**config.mk**
```make
export PLATFORM = sky130hd
export DESIGN_NAME = spi_frame_sequencer
export DESIGN_NICKNAME = d
export VERILOG_FILES = /design/src/rtl/spi_frame_pkg.sv /design/src/rtl/spi_cmd_fifo.sv /design/src/rtl/spi_frame_sequencer.sv
export SDC_FILE = /design/constraint.sdc
export NUM_CORES = 1
export LEC_CHECK = 0
export BUFFER_PORTS_ARGS = -buffer_cell sky130_fd_sc_hd__buf_4
export CORE_ASPECT_RATIO = 1.4
export CORE_MARGIN = 3
export CORE_UTILIZATION = 59
export CTS_CLUSTER_DIAMETER = 120
export DETAILED_ROUTE_END_ITERATION = 10
export PLACE_DENSITY = 0.81
export SETUP_SLACK_MARGIN = 0.5
export SYNTH_ARGS = -nofsm -noshare
export SYNTH_HDL_FRONTEND = slang
export SYNTH_HIERARCHICAL = 1
export SYNTH_SLANG_ARGS = --single-unit
```
**constraint.sdc**
```tcl
create_clock -name SCLK_sig -period 4.6 [get_ports SCLK_sig]
set_input_delay 0.23 -clock SCLK_sig [delete_from_list [all_inputs] [get_ports SCLK_sig]]
set_output_delay 0.23 -clock SCLK_sig [all_outputs]
set_load 0.01 [all_outputs]
```
**src/rtl/spi_frame_pkg.sv**
```systemverilog
// spi_frame_pkg
// Shared constants and types for the SPI register-write frame path:
//   FRAME_BITS / ADDR_W / DATA_W : frame geometry (1 R/W bit, 7 address, 8 data)
//   state_e                      : frame FSM states
//   wr_cmd_t                     : one queued register-write command
package spi_frame_pkg;

    localparam int FRAME_BITS = 16;
    localparam int ADDR_W     = 7;
    localparam int DATA_W     = 8;

    typedef enum logic [1:0] {
        IDLE = 2'd0,
        ADDR = 2'd1,
        DATA = 2'd2
    } state_e;

    typedef struct packed {
        logic [ADDR_W-1:0] addr;
        logic [DATA_W-1:0] data;
    } wr_cmd_t;

endpackage

```
**src/rtl/spi_cmd_fifo.sv**
```systemverilog
// spi_cmd_fifo
// First-word-fall-through command queue between the frame FSM and the
// register bank.
// Ports:
//   SCLK_sig, nrst : clock, async active-low reset (contents are cleared)
//   push, push_cmd : enqueue; accepted when not full, or when full and popping
//   pop            : dequeue the head; ignored when empty
//   head           : current head entry (valid while !empty)
//   full, empty    : occupancy flags
module spi_cmd_fifo
    import spi_frame_pkg::*;
#(
    parameter int DEPTH = 2
) (
    input  logic    SCLK_sig,
    input  logic    nrst,
    input  logic    push,
    input  wr_cmd_t push_cmd,
    input  logic    pop,
    output wr_cmd_t head,
    output logic    full,
    output logic    empty
);

    localparam int PTR_W = (DEPTH > 1) ? $clog2(DEPTH) : 1;
    localparam int CNT_W = $clog2(DEPTH + 1);
    localparam logic [PTR_W-1:0] LAST_PTR = PTR_W'(DEPTH - 1);
    localparam logic [CNT_W-1:0] FULL_CNT = CNT_W'(DEPTH);

    wr_cmd_t          mem_q [DEPTH];
    wr_cmd_t          mem_d [DEPTH];
    logic [PTR_W-1:0] wr_ptr_q, wr_ptr_d;
    logic [PTR_W-1:0] rd_ptr_q, rd_ptr_d;
    logic [CNT_W-1:0] cnt_q, cnt_d;
    logic             do_push, do_pop;

    assign full    = (cnt_q == FULL_CNT);
    assign empty   = (cnt_q == '0);
    assign head    = mem_q[rd_ptr_q];
    assign do_pop  = pop && !empty;
    // A pop on the same edge frees the slot a full-queue push needs.
    assign do_push = push && (!full || do_pop);

    always_comb begin
        mem_d    = mem_q;
        wr_ptr_d = wr_ptr_q;
        rd_ptr_d = rd_ptr_q;
        cnt_d    = cnt_q;
        if (do_push) begin
            mem_d[wr_ptr_q] = push_cmd;
            wr_ptr_d = (wr_ptr_q == LAST_PTR) ? '0 : wr_ptr_q + 1'b1;
        end
        if (do_pop) begin
            rd_ptr_d = (rd_ptr_q == LAST_PTR) ? '0 : rd_ptr_q + 1'b1;
        end
        case ({do_push, do_pop})
            2'b10:   cnt_d = cnt_q + 1'b1;
            2'b01:   cnt_d = cnt_q - 1'b1;
            default: cnt_d = cnt_q;
        endcase
    end

    always_ff @(posedge SCLK_sig or negedge nrst) begin
        if (!nrst) begin
            for (int i = 0; i < DEPTH; i++) mem_q[i] <= '0;
            wr_ptr_q <= '0;
            rd_ptr_q <= '0;
            cnt_q    <= '0;
        end else begin
            mem_q    <= mem_d;
            wr_ptr_q <= wr_ptr_d;
            rd_ptr_q <= rd_ptr_d;
            cnt_q    <= cnt_d;
        end
    end

endmodule

```
**src/rtl/spi_frame_sequencer.sv**
```systemverilog
// spi_frame_sequencer
// Tracks 16-bit SPI frames (MSB first: R/W, 7-bit address, 8-bit data) on the
// synchronized serial clock, queues valid write frames and hands them to the
// register bank over wr_valid/wr_ready. Bad address, full-queue drops and
// aborted frames bump a saturating error counter.
// Ports:
//   SCLK_sig, nrst       : clock, async active-low reset
//   cs_active, mosi      : synchronized chip-select and serial data
//   wr_valid/wr_ready    : head-of-queue handshake, wr_addr/wr_data = head
//   frame_done           : one-cycle pulse after every bit-15 edge
//   busy                 : frame in progress
//   err_cnt              : saturating error count
//   rd_addr/rd_data/miso : readback path, only with SPI_FRAME_READBACK_EN
// Build option: define SPI_FRAME_READBACK_EN to enable serial readback.
//
// state | meaning
// IDLE  | waiting for bit 0 (R/W) of a frame
// ADDR  | shifting in address bits 1..7
// DATA  | shifting in data bits 8..15; bit 15 commits
module spi_frame_sequencer
    import spi_frame_pkg::*;
#(
    parameter int NUM_REGS   = 5,
    parameter int FIFO_DEPTH = 2
) (
    input  logic              SCLK_sig,
    input  logic              nrst,
    input  logic              cs_active,
    input  logic              mosi,
    output logic              wr_valid,
    input  logic              wr_ready,
    output logic [ADDR_W-1:0] wr_addr,
    output logic [DATA_W-1:0] wr_data,
    output logic              frame_done,
    output logic              busy,
    output logic [7:0]        err_cnt
`ifdef SPI_FRAME_READBACK_EN
    ,
    output logic [ADDR_W-1:0] rd_addr,
    input  logic [DATA_W-1:0] rd_data,
    output logic              miso
`endif
);

    localparam logic [3:0] ADDR_LAST_BIT  = 4'(ADDR_W);
    localparam logic [3:0] DATA_FIRST_BIT = 4'(ADDR_W + 1);
    localparam logic [3:0] LAST_BIT       = 4'(FRAME_BITS - 1);

    state_e            state_q, state_d;
    logic [3:0]        bit_cnt_q, bit_cnt_d;
    logic              rw_q, rw_d;
    logic [ADDR_W-1:0] addr_q, addr_d;
    logic [DATA_W-1:0] data_q, data_d;
    logic              frame_done_q, frame_done_d;
    logic [7:0]        err_cnt_q, err_cnt_d;
    logic              err_inc, push, pop, addr_ok;
    logic              fifo_full, fifo_empty;
    wr_cmd_t           push_cmd, head;

    assign addr_ok       = int'(addr_q) < NUM_REGS;
    assign push_cmd.addr = addr_q;
    assign push_cmd.data = {data_q[DATA_W-2:0], mosi};
    assign pop           = !fifo_empty && wr_ready;

`ifdef SPI_FRAME_READBACK_EN
    logic [ADDR_W-1:0] rd_addr_q, rd_addr_d;
    logic [DATA_W-1:0] sh_q, sh_d;
    logic              rd_ok;

    assign rd_ok   = int'(rd_addr_q) < NUM_REGS;
    assign rd_addr = rd_addr_q;
    assign miso    = sh_q[DATA_W-1];

    // The shifter always drains toward zero, so miso idles low once the
    // last data bit has been presented for its cycle.
    always_comb begin
        rd_addr_d = rd_addr_q;
        sh_d      = {sh_q[DATA_W-2:0], 1'b0};
        if (cs_active && state_q == ADDR && bit_cnt_q == ADDR_LAST_BIT)
            rd_addr_d = {addr_q[ADDR_W-2:0], mosi};
        if (cs_active && state_q == DATA && bit_cnt_q == DATA_FIRST_BIT)
            sh_d = (!rw_q && rd_ok) ? rd_data : '0;
        if (!cs_active && state_q != IDLE)
            sh_d = '0;
    end
`endif

    always_comb begin
        state_d      = state_q;
        bit_cnt_d    = bit_cnt_q;
        rw_d         = rw_q;
        addr_d       = addr_q;
        data_d       = data_q;
        frame_done_d = 1'b0;
        err_inc      = 1'b0;
        push         = 1'b0;
        if (!cs_active) begin
            if (state_q != IDLE) begin
                state_d   = IDLE;
                bit_cnt_d = '0;
                err_inc   = 1'b1;
            end
        end else begin
            // Wraps 15 -> 0 on the commit edge, ready for a back-to-back frame.
            bit_cnt_d = bit_cnt_q + 4'd1;
            case (state_q)
                IDLE: begin
                    rw_d    = mosi;
                    state_d = ADDR;
                end
                ADDR: begin
                    addr_d = {addr_q[ADDR_W-2:0], mosi};
                    if (bit_cnt_q == ADDR_LAST_BIT) state_d = DATA;
                end
                DATA: begin
                    data_d = {data_q[DATA_W-2:0], mosi};
                    if (bit_cnt_q == LAST_BIT) begin
                        state_d      = IDLE;
                        frame_done_d = 1'b1;
                        if (rw_q) begin
                            if (addr_ok && (!fifo_full || pop)) push = 1'b1;
                            else                                err_inc = 1'b1;
                        end
`ifdef SPI_FRAME_READBACK_EN
                        else if (!addr_ok) begin
                            err_inc = 1'b1;
                        end
`endif
                    end
                end
                default: begin
                    state_d   = IDLE;
                    bit_cnt_d = '0;
                end
            endcase
        end
        err_cnt_d = (err_inc && err_cnt_q != 8'hFF) ? err_cnt_q + 8'd1 : err_cnt_q;
    end

    always_ff @(posedge SCLK_sig or negedge nrst) begin
        if (!nrst) begin
            state_q      <= IDLE;
            bit_cnt_q    <= '0;
            rw_q         <= 1'b0;
            addr_q       <= '0;
            data_q       <= '0;
            frame_done_q <= 1'b0;
            err_cnt_q    <= '0;
`ifdef SPI_FRAME_READBACK_EN
            rd_addr_q    <= '0;
            sh_q         <= '0;
`endif
        end else begin
            state_q      <= state_d;
            bit_cnt_q    <= bit_cnt_d;
            rw_q         <= rw_d;
            addr_q       <= addr_d;
            data_q       <= data_d;
            frame_done_q <= frame_done_d;
            err_cnt_q    <= err_cnt_d;
`ifdef SPI_FRAME_READBACK_EN
            rd_addr_q    <= rd_addr_d;
            sh_q         <= sh_d;
`endif
        end
    end

    spi_cmd_fifo #(
        .DEPTH (FIFO_DEPTH)
    ) u_fifo (
        .SCLK_sig (SCLK_sig),
        .nrst     (nrst),
        .push     (push),
        .push_cmd (push_cmd),
        .pop      (pop),
        .head     (head),
        .full     (fifo_full),
        .empty    (fifo_empty)
    );

    assign wr_valid   = !fifo_empty;
    assign wr_addr    = head.addr;
    assign wr_data    = head.data;
    assign frame_done = frame_done_q;
    assign busy       = (state_q != IDLE);
    assign err_cnt    = err_cnt_q;

endmodule

```
==> Word level (Yosys, flattened, before mapping) <==
Cells that the tools add are included.
{ "op_classes": {"n_addsub": 6, "mul": 0, "n_div": 0, "n_lt_le_gt_ge": 4, "eq_ne": 10, "shift": 0, "n_mux": 31, "n_bitwise": 2, "n_reduce_logical": 20} }
{ "op_table": {"columns": ["operator", "n"], "rows": [
  ["$mux W15", 4],
  ["$bwmux W30", 1],
  ["$mux W1", 16],
  ["$demux W15 S1", 1],
  ["$mux W4", 3],
  ["$add A8 B1 Y8 const B", 1],
  ["$mux W2", 4],
  ["$ne A8 B8 Y1 const B", 1],
  ["$lt A7 B3 Y1 const B", 1],
  ["$eq A2 B2 Y1 const B", 3],
  ["$logic_and A1 B1 Y1", 6],
  ["$ne A3 B3 Y1 const B", 2],
  ["$pmux W2 S3", 1],
  ["$reduce_and A2 Y1", 3],
  ["$reduce_bool A2 Y1", 3],
  ["$add A4 B1 Y4 const B", 1],
  ["$eq A2 B1 Y1 const B", 2],
  ["$eq A4 B3 Y1 const B", 1],
  ["$eq A4 B4 Y1 const B", 1],
  ["$ge A2 B2 Y1 const B", 2],
  ["$logic_not A2 Y1", 2],
  ["$not A1 Y2", 2],
  ["$pmux W2 S2", 1],
  ["$reduce_and A3 Y1", 1],
  ["other kinds (7)", 10]
]} }
{ "word_totals": {"register_bits": 64, "latch_bits": 0, "ram_bits": 0, "rom_bits": 0, "in_bits": 5, "output_inout_bits": 26, "wordCells": 87, "mem_count": 0} }

==> Longest topological paths before layout <==
Gate-level depths: netlist of the first run.
{ "logic_depth": {"depth_word": 13, "ltp_mapped": 9, "mapped_depth_nobuf": 9} }

==> Hierarchy <==
Netlist of the first run, hierarchy kept.
{ "modules_own_cells": {"columns": ["module", "n_inst", "cells_per_inst", "area_each_um2", "seq_area_each_um2"], "rows": [
  ["spi_cmd_fifo", 1, 98, 1525.2, 850.8],
  ["spi_frame_sequencer", 1, 121, 1476.4, 750.7]
]} }

==> Worst setup path after synthesis of the first run <==
OpenSTA, ideal clock, no wires.
{ "synth_path": {"path_type": "reg-to-reg", "start": "reg u_fifo.cnt_q[0]", "end": "reg u_fifo/mem_q[15] in the netlist's numbering", "setup_ns": 0.125, "arrival_time_ns": 2.097, "required_ns": 4.475, "slack_ns": 2.378, "stages_incl_launch_ff": 8, "n_path_buf": 1, "synth_period_minus_slack_ns": 2.222, "cell_sequence": "dfrtp_1 -> nor2_1 -> nor2b_1 -> o211ai_1 -> nor3_1 -> nor3b_4 -> buf_6 -> mux2_2"} }
{ "synth_via": {"elab_chain_len": 11, "elab_cells_between_ends": 15, "cone_classes": "eq/ne (1); mux (5); reduce/logical (9)"} }
{ "synth_rtl": {"columns": ["item", "line_no", "text"], "rows": [
  ["start, declared", "spi_cmd_fifo.sv:34", "logic [CNT_W-1:0] cnt_q, cnt_d;"],
  ["start signal, assigned", "spi_cmd_fifo.sv:73", "cnt_q <= cnt_d;"],
  ["$logic_not A2 Y1", "spi_cmd_fifo.sv:38", "assign empty = (cnt_q == '0);"],
  ["via fifo_empty", "spi_frame_sequencer.sv:57", "logic fifo_full, fifo_empty;"],
  ["$logic_not A1 Y1", "spi_frame_sequencer.sv:63", "assign pop = !fifo_empty && wr_ready;"],
  ["$logic_and A1 B1 Y1", "spi_frame_sequencer.sv:63", null],
  ["via pop", "spi_frame_sequencer.sv:56", "logic err_inc, push, pop, addr_ok;"],
  ["$logic_or A1 B1 Y1", "spi_frame_sequencer.sv:121", "if (addr_ok && (!fifo_full || pop)) push = 1'b1;"],
  ["$logic_and A1 B1 Y1", "spi_frame_sequencer.sv:121", null],
  ["$mux W1", "spi_frame_sequencer.sv:121", null],
  ["$mux W1", "spi_frame_sequencer.sv:120", "if (rw_q) begin"],
  ["$mux W1", "spi_frame_sequencer.sv:117", "if (bit_cnt_q == LAST_BIT) begin"],
  ["$mux W1", "spi_frame_sequencer.sv:106", "case (state_q)"],
  ["$mux W1", "spi_frame_sequencer.sv:97", "if (!cs_active) begin"],
  ["via push", "spi_frame_sequencer.sv:56", null],
  ["$logic_and A1 B1 Y1", "spi_cmd_fifo.sv:42", "assign do_push = push && (!full || do_pop);"],
  ["end signal, assigned", "spi_cmd_fifo.sv:70", "mem_q <= mem_d;"],
  ["end, declared", "spi_cmd_fifo.sv:30", "wr_cmd_t mem_q [DEPTH];"]
]} }
The timed path passes the listed nets, and every way through them passes these cells.
A chain may end at the register's enable or synchronous reset.

==> Worst setup path in the final report of the first run <==
{ "layout_path": {"start": "reg u_fifo.cnt_q[0]", "end": "reg u_fifo/mem_q[23] in the netlist's numbering"} }
Same word-level chain as after synthesis.

==> impl_metrics.py, run 1 <==
metrics = {
    "outcome": {
        "status": "finished with violations",
        "violations": "negative hold slack",
    },
    "final_layout": {
        "drive_gt1_share_pct": 44.14,
        "layout_common_cells": "dfrtp_1, mux2_2, buf_4",
        "fin_util_pct": 69.72,
        "syn_to_final_growth_pct": 13.34,
        "design_area_mm2": 0.003402,
        "diodes": 0,
        "num-nets-final": 259,
        "final_common_cell": "dfrtp_1",
    },
    "clocking": {
        "htreeDepth": 3,
        "cts.clk_slew.worst_paths_ns": 0.07,
        "ctsLongestPathBuffers": 2,
        "clock_sinks": 64,
        "postCtsSetupRepairBufs": 0,
        "cts.repair.resized": 0,
        "worstSkewPairLatency_ns": 0.34,
        "cts_tree": "yes",
        "cts_buffers": 9,
        "cts_hold_buf": 0,
        "root_buffer": "clkbuf_8",
    },
    "pwr": {
        "pwr-share-clk_pct": 26.8,
        "p_seq_share_pct": 51.1,
        "ir_drop_mv": 0.3117,
        "total_leakage_power_nw": 1.658,
        "powerDensity_mw_per_mm2": 453.2,
        "p_sw_uw": 491.2,
        "combPwrFrac_pct": 22.1,
        "intPower_mw": 1.051,
        "switching_share_pct": 31.86,
    },
    "logic_synthesis": {
        "seq_area_frac_synth_pct": 53.36,
        "synth_ff_type": "dfrtp_1",
        "syn_area_mm2": 0.003002,
        "yosysWarnings": 6,
        "postSynth.asyncResetShare_pct": 100.0,
        "syn_inst": 219,
        "synth.distinct_cells": 42,
        "ys_ff_latch": 64,
        "avgSynthCellArea_um2": 13.71,
        "synth_edf_count": 0,
        "synthesis.nets": 227,
    },
    "floorplan": {
        "fp.dieH_um": 90.40,
        "initial_utilization_pct": 61.51,
        "die_w_um": 66.28,
        "die-area_mm2": 0.005991,
        "io_pins": 31,
        "core_mm2": 0.004880,
        "num_rows": 30,
    },
    "grt": {
        "grt_pass1_wl_um": 8749,
        "antenna_found_initial": 0,
        "grtUsageTotal_pct": 19.32,
        "grt_start_max_net_pins": 65,
        "grt_pass1_vias": 1844,
        "grt_overflow_total": 0,
    },
    "worst_setup_path": {
        "start_kind": "flip-flop",
        "arrival_ns": 2.83,
        "cp-end-kind": "flip-flop",
        "critical_path_class": "reg2reg",
        "timing.critical_path.buf_inv": 0,
        "cp_max_fo": 15,
        "crit_required_ns": 4.82,
        "crit_chain": "nor2_1, nor2b_1, o211ai_1, nor3_1, nor3b_4, mux2_2",
        "crit_path_top_delay_cell": "nor3b_4",
        "crit_family": "simple AND/OR/NAND/NOR gates",
        "crit_path_max_incr_delay_ns": 0.71,
    },
    "placed_design": {
        "io_buffers": 30,
        "detailed_place_hpwl_um": 3410,
        "gp_congestion": 0.7822,
        "pre_cts_slack_ns": 1.967,
        "placed_area_mm2": 0.003236,
    },
    "timing": {
        "max_freq_mhz": 383.5,
        "hold_viol": 61,
        "finClkSkew_ns": 0.007024,
        "fin_crit_ns": 2.607,
        "period_share_pct": 56.68,
        "worstMarginPinSlew_ns": 0.7816,
        "fin_ws_ns": 1.993,
        "rsz0062_at_grt": "false",
        "whs_ns": -0.03179,
        "drv_slew": 0,
        "setup_violations": 0,
        "fin_setup_tns_ns": 0,
        "maxSlewHeadroom_pct": 47.90,
    },
    "route": {
        "wl_um": 5124,
        "drt_first_pass_iters": 4,
        "vias_per_cell": 5.697,
        "drtIter0Drc": 94,
        "ant_nets": 0,
        "wl_per_cell_um": 16.01,
        "drc": 0,
        "via_count": 1823,
    },
    "flow_run": {
        "drv_cap": 0,
    },
    "min_path": {
        "hold_class": "in2async",
    },
}
==> cell usage after synthesis, types with 3 or more instances <==
cell type,instances,area [µm²]
nor2b_1,5,31.28
dfrtp_1,64,1602
ha_1,3,37.54
buf_2,3,15.01
nand3_1,4,20.02
inv_1,4,15.01
mux2_2,59,664.4
nand4_1,4,25.02
nand2b_1,4,25.02
nor2_1,5,18.77
xnor2_1,8,70.07
nand2_1,8,30.03
and3_1,6,37.54
a31oi_1,3,18.77
buf_6,4,45.04
==> worst reg2reg max path, stage by stage (launching register included) <==
cell and delay [ns]:
dfrtp_1 0.46, nor2_1 0.10, nor2b_1 0.40, o211ai_1 0.14, nor3_1 0.26, nor3b_4 0.71
mux2_2 0.42
==> registers in the layout, summed over array words and instances, names as in the netlist <==
name	count
addr_q	7
bit_cnt_q	4
data_q	7
err_cnt	8
frame_done	1
rw_q	1
state_q	2
u_fifo/cnt_q	2
u_fifo/mem_q	30
u_fifo/rd_ptr_q	1
u_fifo/wr_ptr_q	1
==> per-stage QoR <==
step | instances | total power [mW]
floorplan | 219 | 1.024
global placement | 304 | 1.126
detailed placement | 304 | 1.143
CTS | 320 | 1.556
global route | 320 | 1.628
finish | 320 | 1.542
==> path summary, 6_finish.rpt <==
kind / startpoint / end / slack [ns] / depth (start not counted)
min: nrst / u_fifo/mem_q[3]$_DFFE_PN0P_ / -0.03 / 1
max: u_fifo/cnt_q[0]$_DFFE_PN0P_ / u_fifo/mem_q[23]$_DFFE_PN0P_ / 1.99 / 6
min in group SCLK_sig: mosi / addr_q[0]$_DFFE_PN0P_ / 0.16 / 2
min reg2reg: u_fifo/mem_q[7]$_DFFE_PN0P_ / u_fifo/mem_q[7]$_DFFE_PN0P_ / 0.50 / 1
max in group asynchronous: nrst / addr_q[6]$_DFFE_PN0P_ / 4.12 / 1
max reg2reg: u_fifo/cnt_q[0]$_DFFE_PN0P_ / u_fifo/mem_q[23]$_DFFE_PN0P_ / 1.99 / 6
==> cell families (layout without fill, tap and decap cells) <==
group           after synthesis  after routing  synth area share, %
flops                        64             64                53.36
mux                          63             63                23.89
simple gates                 47             47                10.46
compound gates               19             19                5.252
buf+inv                      13             50                2.876
xor+xnor                     10             10                2.918
fa+ha+maj                     3              3                1.251
==> per-layer routing <==
metal  routed length [µm]  track usage, %  vias to the layer above
met5                    0               0                        -
met2                 2662           31.73                       38
met1                 2136           23.22                      927
li1                     -               -                      849
met3                  184           3.362                        9
met4                  141           11.19                        0
==> area by class of cell <==
type                       instances  area, µm²
sequential                        64       1602
fill                             383       1478
multi-input combinational        142       1314
timing repair buffer              30      225.2
clock buffer                      13      148.9
tap                               64      80.08
clock inverter                     3      17.52
inverter                           4      15.01
==> power groups by stage <==
stage	Clock, mW	Combinational [mW]	Sequential, mW
after floorplan	0	0.282	0.742
after global placement	0	0.332	0.793
after detailed placement	0	0.344	0.799
after CTS	0.421	0.346	0.790
after global routing	0.444	0.378	0.807
final	0.413	0.341	0.788
No activity file was read; power rests on OpenSTA's default activity.
==> run 2, diff against run 1 <==
ABC_AREA = 1   (was not set)
clock period = 2.48 ns   (was 4.6 ns; I/O delays follow)
==> run 2 against run 1 <==
  * The flow now finishes without violations
  * Synthesized cell count up 76%
  * Power is 82% higher
  * Non-clock buffer count rose by 11
  * Sequential power up 80%
  * Clock power grew 87%
  * Die area rose by 4.7%
  * Critical path depth rose by 4
  * First-iteration DRC count is 44% higher
  * Critical path type unchanged
  * Largest power group unchanged
==> impl_metrics.py, run 2 <==
metrics = {
    "logic_synthesis": {
        "synthesis.nets": 394,
        "synth_top_area_share_pct": 50.75,
        "synth_ff_type": "dfrtp_1",
        "synth_commonest_cells": "nand2_1, dfrtp_1, nand4_1, inv_1, nand3_1",
        "synth_edf_count": 0,
        "avgSynthCellArea_um2": 8.175,
        "synth.distinct_cells": 28,
        "syn_inst": 386,
        "ys_ff_latch": 64,
        "seq_area_frac_synth_pct": 50.75,
        "yosysWarnings": 6,
        "postSynth.asyncResetShare_pct": 100.0,
        "ys_top_cells_by_area": "dfrtp_1, nand2_1, nand4_1, inv_1, nand3_1",
        "yosysTopAreaCell": "dfrtp_1",
        "yosysMostFrequentCell": "nand2_1",
        "syn_area_mm2": 0.003156,
    },
    "timing": {
        "rsz0062_at_grt": "false",
        "finClkSkew_ns": 0.005109,
        "fin_setup_tns_ns": 0,
        "setup_violations": 0,
        "fin_crit_ns": 1.896,
        "drv_slew": 0,
        "period_share_pct": 76.45,
        "hold_viol": 0,
        "worstMarginPinSlew_ns": 0.7776,
        "maxSlewHeadroom_pct": 48.16,
        "max_freq_mhz": 527.4,
    },
    "placed_design": {
        "placed_area_mm2": 0.003392,
        "gp_congestion": 0.7900,
        "detailed_place_hpwl_um": 4289,
        "io_buffers": 30,
    },
    "floorplan": {
        "fp.dieH_um": 92.53,
        "die-area_mm2": 0.006274,
        "core_mm2": 0.004992,
        "io_pins": 31,
        "initial_utilization_pct": 63.21,
        "num_rows": 30,
        "die_w_um": 67.81,
    },
    "route": {
        "drc": 0,
        "via_count": 2648,
        "wl_um": 6399,
        "ant_nets": 0,
        "wl_per_cell_um": 13.06,
        "vias_per_cell": 5.404,
        "drt_first_pass_iters": 4,
        "drtIter0Drc": 135,
    },
    "grt": {
        "grt_pass1_wl_um": 10740,
        "grtUsageTotal_pct": 22.36,
        "grt_start_max_net_pins": 65,
        "grt_pass1_vias": 2539,
        "grt_overflow_total": 0,
        "antenna_found_initial": 0,
    },
    "clocking": {
        "clock_sinks": 64,
        "root_buffer": "clkbuf_8",
        "htreeDepth": 3,
        "worstSkewPairLatency_ns": 0.34,
        "cts_tree": "yes",
        "cts_buffers": 9,
        "cts.clk_slew.worst_paths_ns": 0.07,
        "ctsLongestPathBuffers": 2,
    },
    "flow_run": {
        "drv_cap": 0,
    },
    "final_layout": {
        "layout_common_cells": "nand2_1, dfrtp_1, buf_4",
        "num-nets-final": 429,
        "largest-register": "u_fifo/mem_q",
        "fill_cells": 394,
        "final_common_cell": "nand2_1",
        "drive_gt1_share_pct": 19.25,
        "syn_to_final_growth_pct": 16.18,
        "diodes": 0,
        "design_area_mm2": 0.003666,
        "largest_reg_flops": 30,
    },
    "pwr": {
        "power_mw": 2.803,
        "total_leakage_power_nw": 2.008,
        "powerDensity_mw_per_mm2": 764.6,
        "ir_drop_mv": 0.7527,
    },
    "worst_setup_path": {
        "critical_path_class": "reg2reg",
        "cp_max_fo": 4,
        "cp-end-kind": "flip-flop",
        "arrival_ns": 2.13,
        "start_kind": "flip-flop",
        "crit_required_ns": 2.71,
    },
    "min_path": {
        "hold_class": "in2reg",
    },
    "outcome": {
        "status": "complete, no violations",
    },
}
-- run 2: cell types whose count changed after synthesis, sizes merged, moves of 10 or more --
cell	previous run	this run
inv	4	30
mux2	63	0
nand2	8	180
nand3	5	19
nand4	4	35
o21ai	4	14
-- run 2: cell families after synthesis --
logic type,Yosys count,share of synthesized area (%)
fa+ha+maj,3,1.190
compound gates,17,2.895
flops,64,50.75
simple gates,247,36.24
buf+inv,48,6.979
xor+xnor,7,1.943
-- run 2: path summary, 6_finish.rpt --
path	from	end	slack [ns]	depth (start not counted)
min in group asynchronous	nrst	bit_cnt_q[3]$_DFFE_PN0P_	0.41	2
hold reg to reg	u_fifo/mem_q[3]$_DFFE_PN0P_	u_fifo/mem_q[3]$_DFFE_PN0P_	0.47	2
setup reg to reg	addr_q[4]$_DFFE_PN0P_	u_fifo/cnt_q[1]$_DFFE_PN0P_	0.58	10
setup / recovery	addr_q[4]$_DFFE_PN0P_	u_fifo/cnt_q[1]$_DFFE_PN0P_	0.58	10
max in group asynchronous	nrst	u_fifo/cnt_q[1]$_DFFE_PN0P_	1.52	2
hold / removal	cs_active	state_q[0]$_DFFE_PN0P_	0.08	3
-- run 2: critical path: stages (launching register included) --
cell and delay [ns]:
dfrtp_1 0.42, inv_1 0.09, nand2_1 0.07, nor2_1 0.13
nand3_2 0.13, nor3_4 0.23, nand2_2 0.12, ha_4 0.18
or2_2 0.29, nand4_1 0.08, nand2_1 0.05
-- run 2: final cells by class --
class                      instances  area [µm²]  area share (%)
clock buffer                       9       123.9           3.379
clock inverter                     7       48.80           1.331
inverter                          31       116.4           3.174
multi-input combinational        274        1375           37.51
sequential                        64        1604           43.75
tap                               64       80.08           2.184
timing repair buffer              41       317.8           8.669
-- run 2: metrics by stage --
stage	setup WS (ns)	std cells	utilization, %	hold slack [ns]
final	0.5840	490	73.43	0.07902
after detailed placement	0.5101	467	67.94	0.2577
after global routing	0.4132	490	73.43	0.1026
after global placement	0.6126	467	67.94	0.2572
after CTS	0.5045	484	71.68	0.06958
after floorplan	0.5859	386	-	-0.1716
-- run 2: timing repair --
item / in CTS / in global routing
gates resized for setup: 1 / 11
hold buffers: 1 / 0
pin swaps: 0 / 5
cloned: 0 / 0
endpoints found under the hold margin: 64 / 0
setup endpoints to repair: 1 / 31
setup buffers: 0 / 6
-- run 2: report_power, final --
| group | leakage, nW | switching [mW] | internal [mW] |
|---|---|---|---|
| combinational | 1.07 | 0.369 | 0.235 |
| sequential | 0.862 | 0.215 | 1.21 |
| clock | 0.0772 | 0.415 | 0.359 |
| total | 2.01 | 0.999 | 1.80 |
-- run 2: routing by layer --
layer / track usage (%) / wire length, µm / vias to the layer above
li1: - / - / 1311
met1: 26.00 / 2705 / 1264
met2: 38.83 / 3276 / 56
met3: 3.762 / 269 / 17
met4: 10.61 / 148 / 0
met5: 0 / 0 / -
==> run 3, diff against run 2 <==
clock period = 1.75 ns   (was 2.48 ns; I/O delays follow)
==> run 3 against run 2 <==
  * The run now ends with negative setup slack left
  * Setup slack worse by 0.69 ns
  * Sequential power up 42%
  * Power up 71%
  * First-iteration DRC count rose to 3.9 times the previous value
  * Fmax up 2.2%
  * Hold slack worse by 0.040 ns
  * Via count up 27%
  * Combinational power rose to 2.8 times the previous value
  * Global-route usage up 4.7 points
  * Routed wire length up 71%
  * Clock-buffer cell count up 1
  * Utilization up 19 points
==> impl_metrics.py, run 3 (synthesis results as in run 2) <==
metrics = {
    "final_layout": {
        "multi_input_area_mm2": 0.001838,
        "final_common_cell": "nand2_1",
        "fin_util_pct": 92.53,
        "drive_gt1_share_pct": 49.36,
        "seqCellArea_mm2": 0.001605,
        "largest-register": "u_fifo/mem_q",
        "largest_reg_flops": 30,
        "diodes": 0,
        "fill_cells": 183,
        "syn_to_final_growth_pct": 46.39,
        "num-nets-final": 473,
        "layout_common_cells": "nand2_1, nand2_2, dfrtp_1",
    },
    "pwr": {
        "ir_drop_mv": 1.106,
        "total_leakage_power_nw": 2.443,
        "powerDensity_mw_per_mm2": 1037,
    },
    "worst_setup_path": {
        "arrival_ns": 2.14,
        "r2r-start": "addr_q[5]$_DFFE_PN0P_",
        "cp_max_fo": 2,
        "r2r_cells": 11,
        "crit_required_ns": 2.03,
        "crit_start": "addr_q[5]$_DFFE_PN0P_",
        "regToRegSetupSlack_ns": -0.10,
        "start_kind": "flip-flop",
        "critical_path_class": "reg2reg",
        "cp-end-kind": "flip-flop",
        "cp-endpoint": "u_fifo/cnt_q[1]$_DFFE_PN0P_",
        "rr_endpoint": "u_fifo/cnt_q[1]$_DFFE_PN0P_",
    },
    "clocking": {
        "htreeDepth": 3,
        "cts_tree": "yes",
        "cts_buffers": 9,
        "ctsLongestPathBuffers": 2,
        "worstSkewPairLatency_ns": 0.35,
        "root_buffer": "clkbuf_8",
        "cts.clk_slew.worst_paths_ns": 0.07,
        "clock_sinks": 64,
    },
    "placed_design": {
        "io_buffers": 30,
        "detailed_place_hpwl_um": 4479,
        "gp_congestion": 0.8014,
    },
    "route": {
        "via_count": 3356,
        "ant_nets": 0,
        "drtIter0Drc": 520,
        "wl_um": 10940,
        "wl_per_cell_um": 20.64,
        "drt_first_pass_iters": 7,
        "vias_per_cell": 6.332,
        "drc": 0,
    },
    "grt": {
        "grt_pass1_vias": 2771,
        "antenna_found_initial": 0,
        "grt_overflow_total": 0,
        "grt_start_max_net_pins": 35,
        "grt_pass1_wl_um": 12790,
        "grtUsageTotal_pct": 27.11,
    },
    "timing": {
        "fin_ws_ns": -0.1049,
        "period_share_pct": 106.0,
        "worstMarginPinSlew_ns": 0.4676,
        "rsz0062_at_grt": "true",
        "drv_slew": 0,
        "setup_violations": 25,
        "finClkSkew_ns": 0.009561,
        "fin_setup_tns_ns": -0.9230,
        "hold_viol": 0,
        "fin_crit_ns": 1.855,
        "maxSlewHeadroom_pct": 68.83,
        "whs_ns": 0.03858,
        "max_freq_mhz": 539.1,
    },
    "flow_run": {
        "drv_cap": 0,
    },
    "outcome": {
        "violations": "negative setup slack",
        "status": "finished with violations",
    },
    "floorplan": {
        "core_mm2": 0.004992,
        "io_pins": 31,
        "fp.dieH_um": 92.53,
        "die_w_um": 67.81,
        "initial_utilization_pct": 63.21,
        "die-area_mm2": 0.006274,
        "num_rows": 30,
    },
    "min_path": {
        "hold_class": "in2reg",
    },
}
==> run 3: cell types whose count changed in the layout (fill, tap and decap cells not counted), moves of 5 or more <==
cell / delta
nand2_1: -90
nand2_2: +66
buf_6: +29
nand2_4: +23
buf_4: +6
o21ai_0: -6
buf_12: +5
inv_1: -5
==> run 3: per-stage QoR <==
| stage | instance area [µm²] | cells | power [mW] | setup slack (ns) |
|---|---|---|---|---|
| 2_1_floorplan | 3193 | 386 | 2.541 | -0.03676 |
| 3_3_place_gp | 3578 | 485 | 2.958 | 0.04448 |
| 3_5_place_dp | 3578 | 485 | 2.998 | -0.01353 |
| 4_1_cts | 4146 | 514 | 4.222 | -0.006516 |
| 5_1_grt | 4619 | 530 | 4.995 | -0.2756 |
| 6_report | 4619 | 530 | 4.790 | -0.1049 |
==> run 3: worst min-delay path by stage <==
stage / start / to / depth (start not counted)
2_1_floorplan: nrst / addr_q[0]$_DFFE_PN0P_ / 0
3_3_place_gp: nrst / u_fifo/mem_q[12]$_DFFE_PN0P_ / 1
3_5_place_dp: nrst / u_fifo/mem_q[13]$_DFFE_PN0P_ / 1
4_1_cts: mosi / u_fifo/mem_q[15]$_DFFE_PN0P_ / 3
5_1_grt: cs_active / rw_q$_DFFE_PN0P_ / 3
6_report: cs_active / rw_q$_DFFE_PN0P_ / 3
==> run 3: area by class of cell <==
| class | instances | area share (%) |
|---|---|---|
| multi-input combinational | 276 | 39.79 |
| sequential | 64 | 34.75 |
| timing repair buffer | 81 | 17.31 |
| clock buffer | 10 | 2.979 |
| inverter | 31 | 2.871 |
| tap | 64 | 1.733 |
| timing repair inverter | 2 | 0.3521 |
| clock inverter | 2 | 0.2167 |
==> run 3: what timing repair did <==
item	CTS	global route
endpoints found under the hold margin	33	0
pin swaps	39	36
resized for setup	86	107
endpoints found under the setup margin	58	67
cloned	4	2
setup buffers	12	14
hold buffers	1	0
==> run 3: per-layer routing <==
| metal | global-route usage (%) | vias to the layer above | share of wire [%] | wire (µm) |
|---|---|---|---|---|
| met3 | 6.311 | 71 | 7.5 | 820 |
| met5 | 0 | - | 0 | 0 |
| met1 | 32.63 | 1639 | 34 | 3756 |
| met4 | 8.789 | 0 | 5.1 | 554 |
| met2 | 46.79 | 234 | 53 | 5809 |
| li1 | - | 1412 | - | - |
==> run 3: where the power goes <==
group	switching, mW	total, mW	internal, mW
Clock	0.559	1.07	0.516
Combinational	0.928	1.70	0.773
Sequential	0.296	2.02	1.72
Total	1.78	4.79	3.01
==> run 3: worst max-delay path, cell delays in order (launching register included) <==
cell,delay [ns]
dfrtp_1,0.40
inv_1,0.09
nand2_1,0.07
nor2_2,0.17
nand3_4,0.10
nor3_4,0.24
nand2_4,0.10
ha_4,0.17
or2_4,0.23
nand3_2,0.06
nand2_1,0.07
nand2_1,0.08
